$ cat config.mk
export PLATFORM = sky130hd
export DESIGN_NAME = fetch_sequencer
export DESIGN_NICKNAME = d
export VERILOG_FILES = /design/src/rtl/cpu_types_pkg.sv /design/src/rtl/fetch_sequencer.sv
export SDC_FILE = /design/constraint.sdc
export NUM_CORES = 1
export LEC_CHECK = 0
export ABC_CLOCK_PERIOD_IN_PS = 2220
export CAP_MARGIN = 30
export CORE_UTILIZATION = 38
export DETAILED_ROUTE_END_ITERATION = 8
export GPL_TIMING_DRIVEN = 1
export PLACE_DENSITY = 0.76
export SYNTH_ARGS = -nofsm -noshare
export SYNTH_HDL_FRONTEND = slang
export SYNTH_SLANG_ARGS = --single-unit
$ cat constraint.sdc
create_clock -name CLK -period 2.22 [get_ports CLK]
set_input_delay 0.555 -clock CLK [delete_from_list [all_inputs] [get_ports CLK]]
set_output_delay 0.555 -clock CLK [all_outputs]
set_load 0.1 [all_outputs]
$ cat src/rtl/cpu_types_pkg.sv
// Shared CPU type definitions: PC source encoding and fetch sequencer states.
package cpu_types_pkg;

   typedef enum logic [1:0] {
      PC_SEQ  = 2'd0,
      PC_JR   = 2'd1,
      PC_JUMP = 2'd2,
      PC_BR   = 2'd3
   } pcsrc_t;

   typedef enum logic [1:0] {
      FETCH   = 2'd0,
      PENDING = 2'd1,
      HALTED  = 2'd2
   } fetch_state_t;

endpackage

$ cat src/rtl/fetch_sequencer.sv
// Fetch-stage PC controller: turns ihit/stall/halt/redirect requests into pc_en/PCSrc,
// buffering a redirect that arrives while imem is busy and replaying it as a JR load.
module fetch_sequencer
   import cpu_types_pkg::*;
#(
   parameter int WORD_W = 32,
   parameter int CNT_W  = 16
) (
   input  logic              CLK,
   input  logic              RST,
   input  logic              ihit,
   input  logic              stall,
   input  logic              halt,
   input  logic              redir_valid,
   input  logic [1:0]        redir_src,
   input  logic              branch_taken,
   input  logic [WORD_W-1:0] redir_target,
   output logic              pc_en,
   output logic [1:0]        pc_src,
   output logic [WORD_W-1:0] replay_addr,
   output logic              replay_sel,
   output logic              flush,
   output logic              imemREN,
   output logic              halted,
   output logic [CNT_W-1:0]  redir_count
);

   fetch_state_t      state_reg, state_next;
   logic [WORD_W-1:0] replay_addr_reg, replay_addr_next;
   logic [CNT_W-1:0]  count_reg, count_next;
   logic              count_inc;
   logic              eff_redir;
   logic              advance;

   // Source 0 is illegal and a not-taken branch is just sequential fetch.
   assign eff_redir = redir_valid &
                      ((redir_src == PC_JR) | (redir_src == PC_JUMP) |
                       ((redir_src == PC_BR) & branch_taken));
   assign advance   = ihit & ~stall;

   always_comb begin
      state_next       = state_reg;
      replay_addr_next = replay_addr_reg;
      count_inc        = 1'b0;
      pc_en            = 1'b0;
      pc_src           = PC_SEQ;
      replay_sel       = 1'b0;
      flush            = 1'b0;
      imemREN          = 1'b0;
      halted           = 1'b0;
      if (!RST) begin
         case (state_reg)
            FETCH: begin
               imemREN = 1'b1;
               if (eff_redir && advance) begin
                  pc_en     = 1'b1;
                  pc_src    = redir_src;
                  flush     = 1'b1;
                  count_inc = 1'b1;
               end else if (eff_redir) begin
                  replay_addr_next = redir_target;
                  state_next       = PENDING;
               end else if (halt) begin
                  state_next = HALTED;
               end else begin
                  pc_en = advance;
               end
            end
            PENDING: begin
               // Requests seen here come from wrong-path instructions.
               imemREN = 1'b1;
               if (advance) begin
                  pc_en      = 1'b1;
                  pc_src     = PC_JR;
                  replay_sel = 1'b1;
                  flush      = 1'b1;
                  count_inc  = 1'b1;
                  state_next = FETCH;
               end
            end
            HALTED: begin
               halted = 1'b1;
            end
            default: begin
               state_next = FETCH;
            end
         endcase
      end
   end

   assign count_next  = (count_inc && (count_reg != {CNT_W{1'b1}})) ?
                        count_reg + 1'b1 : count_reg;
   assign replay_addr = replay_addr_reg;
   assign redir_count = count_reg;

   always_ff @(posedge CLK) begin
      if (RST) begin
         state_reg       <= FETCH;
         replay_addr_reg <= '0;
         count_reg       <= '0;
      end else begin
         state_reg       <= state_next;
         replay_addr_reg <= replay_addr_next;
         count_reg       <= count_next;
      end
   end

endmodule

Word level (Yosys, flattened, before mapping)
Index checks and enable logic that the tools add are counted.

word-level totals
  flip-flop bits (word level) = 50
  input bits = 41
  output and inout port bits = 55
  word-level logic and storage cells = 51

cells by class
  add/sub/neg operators = 1
  eq/ne operators = 9
  multiplexer cells = 24
  bitwise operators = 8
  reduce and logical (&&, ||, !) cells = 6

operators by type and width
  cell                     number
  $add A16 B1 Y16 const B  1
  $ne A16 B16 Y1 const B   1
  $mux W1                  14
  $mux W2                  6
  $eq A2 B2 Y1 const B     3
  $pmux W2 S3              1
  $eq A2 B1 Y1 const B     2
  $ne A2 B2 Y1 const B     2
  $pmux W1 S2              2
  $pmux W2 S2              1
  $reduce_and A4 Y1        1
  $and A1 B1 Y1            3
  $ne A3 B3 Y1 const B     1
  $not A1 Y1               3
  $reduce_and A3 Y1        1
  $logic_and A1 B1 Y1      2
  $logic_not A2 Y1         1
  $or A1 B1 Y1             2
  $reduce_or A2 Y1         1

Longest topological paths before layout
Gate-level depths: netlist (run 1).

  depth after elaboration = 9
  gate-level depth with buffers = 6

Worst setup path before layout (run 1)
OpenSTA, ideal clock, no wires.

  path kind = input -> output
  start = in RST
  end = out pc_src[1]
  data arrival time = 3.119 ns
  required time = 1.665 ns
  slack = -1.454 ns
  stages on the path = 5
  path buffers = 2
  cell sequence = clkbuf_1 -> clkbuf_1 -> nor2_1 -> nand2_1 -> nor3_1

between the ends
  cells in the longest elaborated chain, start to end = 1

ends and longest elaborated chain
  item             RTL line               source
  start, declared  fetch_sequencer.sv:10  input logic RST,
  $mux W2          fetch_sequencer.sv:51  if (!RST) begin
  end, declared    fetch_sequencer.sv:19  output logic [1:0] pc_src,

Every way passes these cells.

Worst setup path after layout (run 1)
  start = in stall
  end = out pc_en

between the ends
  cells in the longest elaborated chain, start to end = 7
  elaborated cells on any way between the ends = 9
  classes of those cells = mux: 6; bitwise: 2; reduce/logical: 1

ends and longest elaborated chain
  item               RTL line               source
  start, declared    fetch_sequencer.sv:12  input logic stall,
  $not A1 Y1 (*)     fetch_sequencer.sv:39  assign advance = ihit & ~stall;
  $and A1 B1 Y1 (*)  fetch_sequencer.sv:39
  $mux W1            fetch_sequencer.sv:63  end else if (halt) begin
  $mux W1            fetch_sequencer.sv:60  end else if (eff_redir) begin
  $mux W1            fetch_sequencer.sv:55  if (eff_redir && advance) begin
  $pmux W1 S2 (*)    fetch_sequencer.sv:52  case (state_reg)
  $mux W1 (*)        fetch_sequencer.sv:51
  end, declared      fetch_sequencer.sv:18  output logic pc_en,

Every way passes the cells marked *; elsewhere a longest branch is shown, timed or not.

==> flow_summary.yaml, run 1 <==
critical_path:
  crit_family: "simple AND/OR/NAND/NOR gates"
  worstSetupStartpointType: "primary input"
  critPathMaxStageDelay_ns: 0.55
  worstPathCellList: "buf_6 -> or4b_4 -> buf_6 -> a31oi_4 -> buf_12"
  end_kind: "output port"
  critPathMaxFanout: 3
  critical_path.slowest_cell: "or4b_4"
  path_class: "primary input to output port"
  cp_num_buf_inv: 3
  worstPathRequired_ns: 1.66
  worstPathArrival_ns: 1.71
  critPathMostFrequentCell: "buf_6"
timing:
  layout_setup_ws_ns: -0.04260
  tightest_slew_ns: 0.5677
  hold_violations: 0
  slew-limit-headroom_pct: 61.62
  fmax_mhz: 442.0
  setup_tns_ns: -0.05165
  drv_slew: 0
  setup_viol: 3
  fin_crit_sh_pct: 101.9
  min_period_ns: 2.263
  skew_ns: 0.004099
  grt_setup_unrepaired: "true"
synth:
  yosysSeqAreaShare_pct: 45.48
  yosys.area_share.simple_pct: 22.29
  synth-compound-area-share_pct: 10.57
  synthCells: 232
  synth_common_cells: "dfxtp_1 (50), nor2_1 (39), mux2i_1 (35)"
  ys_ff_latch: 50
  synth_top_family_by_area: "simple AND/OR/NAND/NOR gates"
  postSynthAreaPerCell_um2: 9.486
  synth_xor_area_share_pct: 0
  synth_nets: 275
  yosys-top-cells-area: "dfxtp_1 (45%), mux2i_1 (16%), nor2_1 (6.7%)"
  synth-edff-count: 0
  yosys_warnings: 0
  synthAdderAreaFrac_pct: 1.137
  synthMuxAreaShare_pct: 17.96
  yosysTopAreaCell: "dfxtp_1"
  async_flop_share_pct: 0
  syn_area_um2: 2201
  synth.distinct_cells: 37
  synth_ff_type: "dfxtp_1"
  synth_most_common_cell: "dfxtp_1"
  synth_top_area_share_pct: 45.48
cells_and_area:
  largest_reg_flops: 32
  final_area_um2: 3535
  n_antenna_cell: 0
  nNetsFinal: 390
  area_delta_synth_final_pct: 60.60
  fin_util_pct: 63.80
  drive_gt1_share_pct: 36.31
  n_fill_cell: 483
global_routing:
  grt_pass1_wl_mm: 9.211
  grt_pass1_vias: 2000
  grt_max_degree: 34
  overflow: 0
  antenna_found_initial: 0
  gr-usage-all-layers_pct: 19.10
clock_network:
  clk_pin_slew_ns: 0.09
  h-tree-depth: 2
  postCtsHoldBufs: 0
  root_buffer: "clkbuf_8"
  tritoncts: "built"
  numCtsBuffers: 5
  clock_latency_ns: 0.30
  cts_sinks: 50
  cts_max_path_buffers: 2
floorplanning:
  start_util_pct: 39.72
  num_rows: 27
  die_y_um: 78.11
  dieArea_um2: 6100
  core_area_um2: 5540
  boundaryPins: 96
  die_width_um: 78.11
routing:
  drtPass1Iterations: 4
  ant_nets: 0
  drc: 0
  drt-total-wl_mm: 5.846
  vias_per_cell: 5.208
  num_vias: 2182
  drt-wirelength-per-cell_um: 13.95
  drt_iter0_drc: 115
placement:
  place_area_um2: 3420
  port_buffers: 95
  globalplace.congestion: 0.8199
  dp_hpwl_mm: 4.413
power:
  switching_share_pct: 34.66
  pwr-share-clk_pct: 24.7
  cellPowerDensity_nw_per_um2: 588.4
  netSwitchingPower_w: 0.0007209
  pwr-share-seq_pct: 45.8
  vdd_drop_max_mv: 0.3035
  power_leakage_nw: 1.623
  p_int_w: 0.001359
  p_comb_share_pct: 29.5
run:
  drv_cap: 0
status:
  status: "finished with violations"
  violations: "setup timing"
min_path:
  hp-class: "register to register"
## worst min-delay path, cell delays in order, from the launching register on
cell     delay (ns)
dfxtp_2        0.35
o31ai_1        0.06
a21oi_1        0.06
## power groups by stage
stage,clock network (W),registers [W],logic [W]
2_1_floorplan,0,0.00121,0.000178
3_3_place_gp,0,0.000972,0.000605
3_5_place_dp,0,0.000974,0.000611
4_1_cts,0.000540,0.000953,0.000614
5_1_grt,0.000574,0.000957,0.000640
6_report,0.000514,0.000953,0.000613
## cell type report
cell class | count | area [um^2] | area share, %
clock buffer | 5 | 68.82 | 1.947
clock inverter | 2 | 15.01 | 0.4248
inverter | 2 | 11.26 | 0.3186
multi-input combinational | 170 | 1235 | 34.94
sequential | 50 | 1021 | 28.88
tap | 72 | 90.09 | 2.549
timing repair buffer | 118 | 1094 | 30.94
## stage by stage
step / instances / power (W) / setup slack [ns] / hold WS, ns
after floorplan: 232 / 0.001385 / -0.1268 / 0.5354
after global placement: 407 / 0.001576 / -0.3896 / 0.4770
after detailed placement: 407 / 0.001585 / -0.4157 / 0.4799
after CTS: 416 / 0.002107 / -0.05567 / 0.4951
after global routing: 419 / 0.002172 / -0.07334 / 0.5173
final: 419 / 0.002080 / -0.04260 / 0.4979
## routing by layer
layer | part of all wire [%] | GRT usage (%) | vias up | routed length (um)
li1 | - | - | 1075 | -
met1 | 42 | 22.44 | 1033 | 2438
met2 | 52 | 34.74 | 66 | 3025
met3 | 5.2 | 2.791 | 8 | 303
met4 | 1.3 | 7.407 | 0 | 78
met5 | 0 | 0 | - | 0
## worst paths after layout
kind	from	endpoint	slack, ns	cells after the start
setup / recovery	stall	pc_en	-0.04	5
hold / removal	redir_count[15]	redir_count[15]	0.50	2
setup reg to reg	state_reg[1]	redir_count[15]	0.13	6
hold reg to reg	redir_count[15]	redir_count[15]	0.50	2
## cell families (layout without fill, tap and decap cells)
kind of cell,Yosys count,after routing
flip-flops,50,50
buffers and inverters,12,127
AO/OA/AOI/OAI,35,35
adder cells (fa/ha/maj),2,2
AND/OR/NAND/NOR,94,94
multiplexers,39,39
## what timing repair did
item | CTS | global route
endpoints found under the setup margin | 13 | 4
resized for setup | 22 | 0
cloned | 0 | 0
pin swaps | 7 | 2
buffers inserted | 2 | 3
## cells in the final DEF (no fill, tap or decap), types with 3 or more instances in the layout
cell type,n
buf_4,67
nor2_1,37
mux2i_1,35
dfxtp_1,34
clkdlybuf4s50_1,33
dfxtp_2,16
a21oi_1,11
buf_12,10
o31ai_1,9
or4_1,7
nand3_1,6
nand4_1,6
nand2_1,5
clkbuf_8,5
and3_1,4
o21ai_0,4
or3_1,4
nor2b_1,4
buf_2,4
clkinvlp_4,3
mux2_2,3
nand2b_1,3
Power figures use the tool's default switching activity.
==> run 2: changes to the inputs <==
Settings changed: CORE_ASPECT_RATIO from default to 0.6.
==> run 2 against run 1 <==
  * The flow still finishes with violations (setup timing)
  * Cell area grew 0.92%
  * Clock-buffer cell count is the same
  * First-iteration DRC count fell by 37%
  * Largest cell class unchanged
  * Largest power group unchanged
==> flow_summary.yaml, run 2 (synthesis gave the netlist of run 1 again) <==
floorplanning:
  die_y_um: 60.95
  num_rows: 21
  die_width_um: 100.3
  dieArea_um2: 6110
  core_area_um2: 5570
  boundaryPins: 96
  start_util_pct: 39.51
cells_and_area:
  mostFrequentLayoutCells: "buf_4 (68), nor2_1 (37), mux2i_1 (35), dfxtp_1 (35), clkdlybuf4s50_1 (33)"
  final_common_cell: "buf_4"
  n_fill_cell: 477
  area_delta_synth_final_pct: 62.08
  drive_gt1_share_pct: 36.78
  nNetsFinal: 390
  largest_reg_flops: 32
  fin_util_pct: 64.04
  n_antenna_cell: 0
critical_path:
  end_kind: "output port"
  critical_path.slowest_cell: "or4b_4"
  path_class: "primary input to output port"
  worstPathArrival_ns: 1.71
  cp_num_buf_inv: 3
  worstSetupStartpointType: "primary input"
  crit_family: "simple AND/OR/NAND/NOR gates"
  startpoint: "stall"
  worstPathCellList: "buf_6 -> or4b_4 -> a21o_4 -> clkinvlp_4 -> buf_12"
  critPathMaxFanout: 4
  critPathMaxStageDelay_ns: 0.58
  worstPathRequired_ns: 1.66
  rr_startpoint: "state_reg[1]"
clock_network:
  clk_pin_slew_ns: 0.09
  clock_latency_ns: 0.31
  h-tree-depth: 2
  cts_max_path_buffers: 2
  root_buffer: "clkbuf_8"
  numCtsBuffers: 5
  cts_sinks: 50
  tritoncts: "built"
timing:
  min_period_ns: 2.269
  tightest_slew_ns: 0.5835
  slew-limit-headroom_pct: 60.55
  fmax_mhz: 440.7
  setup_tns_ns: -0.08850
  drv_slew: 0
  hold_violations: 0
  grt_setup_unrepaired: "true"
  skew_ns: 0.01001
  timing.hold.ws_ns: 0.5051
  setup_viol: 2
  layout_setup_ws_ns: -0.04922
  fin_crit_sh_pct: 102.2
status:
  status: "finished with violations"
  violations: "setup timing"
routing:
  drtPass1Iterations: 4
  drt-wirelength-per-cell_um: 13.83
  num_vias: 2174
  drc: 0
  vias_per_cell: 5.079
  ant_nets: 0
  drt_iter0_drc: 73
  drt-total-wl_mm: 5.919
power:
  power_leakage_nw: 1.638
  total_power_w: 0.002233
  cellPowerDensity_nw_per_um2: 626.0
  vdd_drop_max_mv: 0.4790
global_routing:
  antenna_found_initial: 0
  overflow: 0
  grt_pass1_vias: 1861
  gr-usage-all-layers_pct: 18.66
  grt_max_degree: 39
  grt_pass1_wl_mm: 8.783
placement:
  dp_hpwl_mm: 4.282
  dpl_worst_slack_ns: -0.4958
  port_buffers: 95
  globalplace.congestion: 0.8229
min_path:
  min_from: "redir_count[14]"
  hp-class: "register to register"
run:
  drv_cap: 0
[run 2: routing by layer]
| layer | vias to the layer above | wire (um) | GRT usage [%] |
|---|---|---|---|
| li1 | 1084 | - | - |
| met1 | 1003 | 3018 | 26.71 |
| met2 | 80 | 2455 | 27.30 |
| met3 | 7 | 396 | 5.300 |
| met4 | 0 | 48 | 5.797 |
| met5 | - | 0 | 0 |
[run 2: timing repair]
item,in CTS,in global routing
hold buffers,0,0
buffers inserted,5,1
resized for setup,20,3
pin swaps,6,2
endpoints found under the hold margin,0,0
setup endpoints to repair,16,5
[run 2: stage by stage]
stage	std cells	instance area, um^2
after detailed placement	414	3397
after CTS	427	3567
after global routing	428	3567
after floorplan	232	2341
after global placement	414	3397
final	428	3567
[run 2: final timing paths]
path | slack, ns | to | cells after the start
min reg2reg | 0.51 | redir_count[14] | 2
min | 0.51 | redir_count[14] | 2
max reg2reg | 0.14 | redir_count[3] | 6
max | -0.05 | flush | 5
[run 2: cell type report]
cell class | instances | area [um^2] | share of cell area [%]
Multi-Input combinational cell | 170 | 1251 | 35.08
Clock buffer | 5 | 68.82 | 1.929
Inverter | 2 | 11.26 | 0.3157
Timing Repair Buffer | 118 | 1072 | 30.06
Clock inverter | 3 | 43.79 | 1.228
Tap cell | 80 | 100.1 | 2.806
Sequential cell | 50 | 1020 | 28.59
[run 2: worst min-delay path: cells and delay by family, from the launching register on]
family          cells  cell delay (ns)
compound gates      2             0.12
flops               1             0.35
[run 2: power by group]
part	switching, W	internal [W]
sequential	0.0000208	0.000932
clock	0.000325	0.000338
combinational	0.000405	0.000212
total	0.000751	0.00148
==> patch 1 (config.mk and constraints of run 2) <==
Change the parameter `WORD_W` from 32 to 24.
--- a/src/rtl/fetch_sequencer.sv
+++ b/src/rtl/fetch_sequencer.sv
@@ -3,7 +3,7 @@
 module fetch_sequencer
    import cpu_types_pkg::*;
 #(
-   parameter int WORD_W = 32,
+   parameter int WORD_W = 24,
    parameter int CNT_W  = 16
 ) (
    input  logic              CLK,
Interface: changed (resized redir_target and replay_addr); port bits go from 96 to 80. No check against the original RTL was run, so the function may have changed too.
==> patch 1 against run 2 <==
- the flow still finishes with violations (negative setup slack)
- total power shrank 20%
- routed wire length shrank 14%
- sequential cell count shrank 8
- sequential power shrank 16%
- non-clock buffer count shrank 23
- critical path depth is the same
- largest cell class unchanged
- cell area shrank 15%
- combinational power shrank 20%
- critical endpoint is now pc_src[0]
- worst setup slack lost 57 ps
- area after synthesis shrank 14%
==> patch 1: results (changes against run 2) <==
layout cell share with drive strength beyond 1=0.379 (+0.0114); post-synthesis compound-gate area fraction=0.109 (+0.00316); fill cell count=378 (-21%); IO Port Bufs=79 (-17%); worst-path fanout max=3 (-1); # H-tree levels=2 (unchanged); Max IR drop VDD=0.000315 V (-34%); register area share after synthesis=0.446 (-0.00859); fin util=0.651 (+0.0103); critical path's largest stage delay=550 ps (-30 ps); vias after detailed routing=1895 (-13%); clock power share=0.281 (-0.016); Fin Clk Skew=9.12 ps (-0.889 ps); r2r setup slk=120 ps (-20 ps); synth top area cells=dfxtp_1 (45%), mux2i_1 (13%), nor2_1 (7.0%), mux2_2 (3.6%), a21oi_1 (2.9%); dpl ws=-480 ps (+16.1 ps); Netlist cell types=36 (-2.7%); fin cells=361 (-16%); sequential cell area share=0.284 (-0.00192); overall power=1.79 mW (-20%); fin worst setup slack=-106 ps (-57.0 ps); Routed WL=5.06 mm (-14%); setup violators final=3 (+1); vias in the first global route=1711 (-8.1%); Worst Max-Slew Pin Slew=477 ps (-106 ps); synth cell count leaders=dfxtp_1 (42), nor2_1 (35), mux2i_1 (24), a21oi_1 (11), clkbuf_1 (8); Multi-In Gates=147 (-14%); dpl cell area=2910 um^2 (-14%); P_leak=1.34 nW (-18%); WL met1=2.55 mm (-16%); met3 WL=330 um (-17%); NumNets Final=332 (-15%); worst-skew pair later-pin latency=290 ps (-20 ps); total sequential power=797 uW (-16%); Total GRT Usage=0.194 (+0.00725); NonClk Buf Share=0.294 (-0.00633); syn nets=241 (-12%); first-pass GRT wire length=8.08 mm (-8.0%); DPL Wire Length=3.64 mm (-15%); sequential cell count=42 (-16%); failing checks=negative setup slack; Iter 0 DRT Violations=112 (+53%); max FFs per register=24 (-25%); area occupied by multi-input gates=1080 um^2 (-13%); Inverters=6 (+4); non-clock buffer count in the final layout=95 (-19%); met2 WL=2.18 mm (-11%); crit path to=pc_src[0]; Adder-Cell Fraction of Synth Area=0.0133 (+0.00191); DIE WIDTH=92.9 um (-7.3%); status=complete, but fails checks; RD Place Congestion=0.849 (+3.2%); mux cell area share after synthesis=0.163 (-0.0163); worst hold margin=495 ps (-10.2 ps); dpl cells=353 (-15%); Setup Total Neg Slack=-167 ps (-78.5 ps); clock-cell share of area=0.0305 (-0.00103); Internal=1.17 mW (-21%)
patch 1: changes by cell type after synthesis, sizes merged, moves of 3 or more:
cell           run 2  this run
o31ai              9         6
inv                2         6
nor2              39        35
clkbuf             5         8
nor4               2         6
mux2i             35        24
dfxtp             50        42
or3                4         1
patch 1: repair_timing:
item	in CTS	in global routing
resized for setup	25	5
setup endpoints to repair	15	5
gates cloned	0	0
endpoints found under the hold margin	0	0
pin swaps	5	5
buffers inserted	2	0
patch 1: routing by layer:
layer  track usage  vias up
li1              -      941
met1         0.283      887
met2         0.290       65
met3        0.0501        2
met4        0.0330        0
met5             0        -
patch 1: how the worst min path moves through the flow:
stage,to,start,cells past startpoint
floorplan,state_reg[1],state_reg[0],1
global placement,replay_addr[18],replay_addr[18],2
detailed placement,replay_addr[2],replay_addr[2],2
CTS,redir_count[4],redir_count[4],2
global route,replay_addr[2],replay_addr[2],2
finish,redir_count[4],redir_count[4],2
==> patch 2 (settings of run 2) <==
Made on the original files. Put one more register stage on the output `redir_count`. The value now appears one clock later. The other outputs are not delayed to match.
--- a/src/rtl/fetch_sequencer.sv
+++ b/src/rtl/fetch_sequencer.sv
@@ -91,7 +91,9 @@
    assign count_next  = (count_inc && (count_reg != {CNT_W{1'b1}})) ?
                         count_reg + 1'b1 : count_reg;
    assign replay_addr = replay_addr_reg;
-   assign redir_count = count_reg;
+   always_ff @(posedge CLK) begin
+      redir_count <= count_reg;
+   end
 
    always_ff @(posedge CLK) begin
       if (RST) begin
Behaviour: not the same (Yosys sat finds a counterexample within 4 cycles, from zero or initial values and one cycle with RST high).
==> patch 2 against run 2 <==
- cell area is 14% higher
- sequential share of layout area is 3.9 points higher
- critical path depth is 2 higher
- hold slack worse by 110 ps
- the run still ends with negative setup slack left
- largest power group is now clock
- area after synthesis is 16% higher
- combinational power is 4.7% higher
- worst setup slack better by 40 ps
- routed wire length is 32% higher
- sequential cell count is 16 higher
- total power is 44% higher
==> patch 2: results (changes against run 2) <==
status=complete, but fails checks; failing checks=negative setup slack; NumNets Final=441 (+13%); Internal=2.29 mW (+55%); Iter 0 DRT Violations=235 (+220%); synth cell count leaders=dfxtp_1 (66), a21oi_1 (41), nand3_1 (38), o21ai_0 (35), clkbuf_1 (17); clk slew on worst S/H paths=70 ps (-20 ps); slowest CP cell=ha_4; worst-path fanout max=3 (-1); dpl ws=-522 ps (-26.2 ps); Netlist cell types=37 (unchanged); Adder-Cell Fraction of Synth Area=0.00984 (-0.00153); register area share after synthesis=0.520 (+0.0649); Fin Clk Skew=7.70 ps (-2.31 ps); first-pass GRT wire length=12.2 mm (+39%); critical path's largest stage delay=240 ps (-340 ps); Rel. slew slack=0.573 (-0.0324); # H-tree levels=3 (+1); mux cell area share after synthesis=0.0349 (-0.145); DRT Pass-1 Iters=4 (unchanged); pin count of the biggest net entering global routing=37 (-5.1%); TritonCTS Sinks=66 (+32%); P_leak=1.59 nW (-2.9%); synth top area cells=dfxtp_1 (52%), a21oi_1 (8.1%), nand3_1 (7.5%), o21ai_0 (6.9%), mux2_2 (3.1%); CP arrival=1670 ps (-40 ps); layout cell share with drive strength beyond 1=0.310 (-0.0576); syn nets=328 (+19%); Max IR drop VDD=0.000486 V (+1.4%); Setup Total Neg Slack=-24.8 ps (+63.7 ps); RD Place Congestion=0.899 (+9.2%); setup violators final=3 (+1); fin worst setup slack=-9.64 ps (+39.6 ps); vias in the first global route=2468 (+33%); routed wire length per instance=16.0 um (+16%); worst-skew pair later-pin latency=340 ps (+30 ps); TritonCTS buffer count=9 (+4); DPL Wire Length=5.37 mm (+25%)
==> patch 2: cell count changes after synthesis, sizes merged, moves of 3 or more <==
cell	before	now
nor4	2	8
o21ai	4	35
nor2	39	12
mux2	4	7
or4	7	4
clkbuf	5	17
mux2i	35	1
o31ai	9	4
nor2b	4	7
a21oi	12	41
dfxtp	50	66
nand3	7	38
nand2b	4	1
==> patch 2: cell type report <==
class,instances,area (um^2)
well taps,84,105
clock buffers,10,128
flip-flops and latches,66,1320
repair buffers,123,1140
fillers,540,2210
multi-input cells,194,1220
inverters,4,17.5
clock inverters,6,138
==> patch 2: repair_timing <==
| item | CTS | global route |
|---|---|---|
| gates resized for setup | 29 | 2 |
| endpoints found under the setup margin | 13 | 4 |
| pin swaps | 6 | 6 |
| buffers inserted | 4 | 2 |
==> patch 2: metal layers <==
metal / global-route usage / share of wire
met1: 0.301 / 0.45
met2: 0.353 / 0.46
met3: 0.0754 / 0.086
met4: 0.0805 / 0.012
met5: 0 / 0
==> patch 2: path summary, 6_finish.rpt <==
path | slack, ps | cells after the start | from | to
min reg2reg | 390 | 0 | count_reg[15] | redir_count[15]
max reg2reg | 170 | 5 | count_reg[0] | count_reg[14]
min | 390 | 0 | count_reg[15] | redir_count[15]
max | -10 | 7 | redir_src[0] | flush
==> patch 2: logic make-up (layout without fill, tap and decap cells) <==
family	Yosys count	count (layout)
multiplexers	8	8
AND/OR/NAND/NOR	96	96
AO/OA/AOI/OAI	88	88
adder cells (fa/ha/maj)	2	2
buffers and inverters	25	143
flip-flops	66	66
==> patch 2: power by group through the flow <==
stage | combinational [mW] | sequential (mW) | clock, mW
after floorplan | 0.172 | 1.49 | 0
after CTS | 0.638 | 1.24 | 1.35
after global placement | 0.615 | 1.27 | 0
after detailed placement | 0.622 | 1.27 | 0
final | 0.646 | 1.24 | 1.34
after global routing | 0.677 | 1.25 | 1.42
==> patch 2: stage by stage <==
stage,area (um^2),cells,util
finish,4070,487,0.648
global route,4070,487,0.648
CTS,4040,485,0.644
detailed placement,3700,465,0.590
global placement,3700,465,0.590
floorplan,2600,285,-
==> patch 2: worst max-delay path: cells and delay by family <==
kind | cells | cell delay, ps
buffers and inverters | 4 | 490
adder cells (fa/ha/maj) | 1 | 240
AO/OA/AOI/OAI | 2 | 380
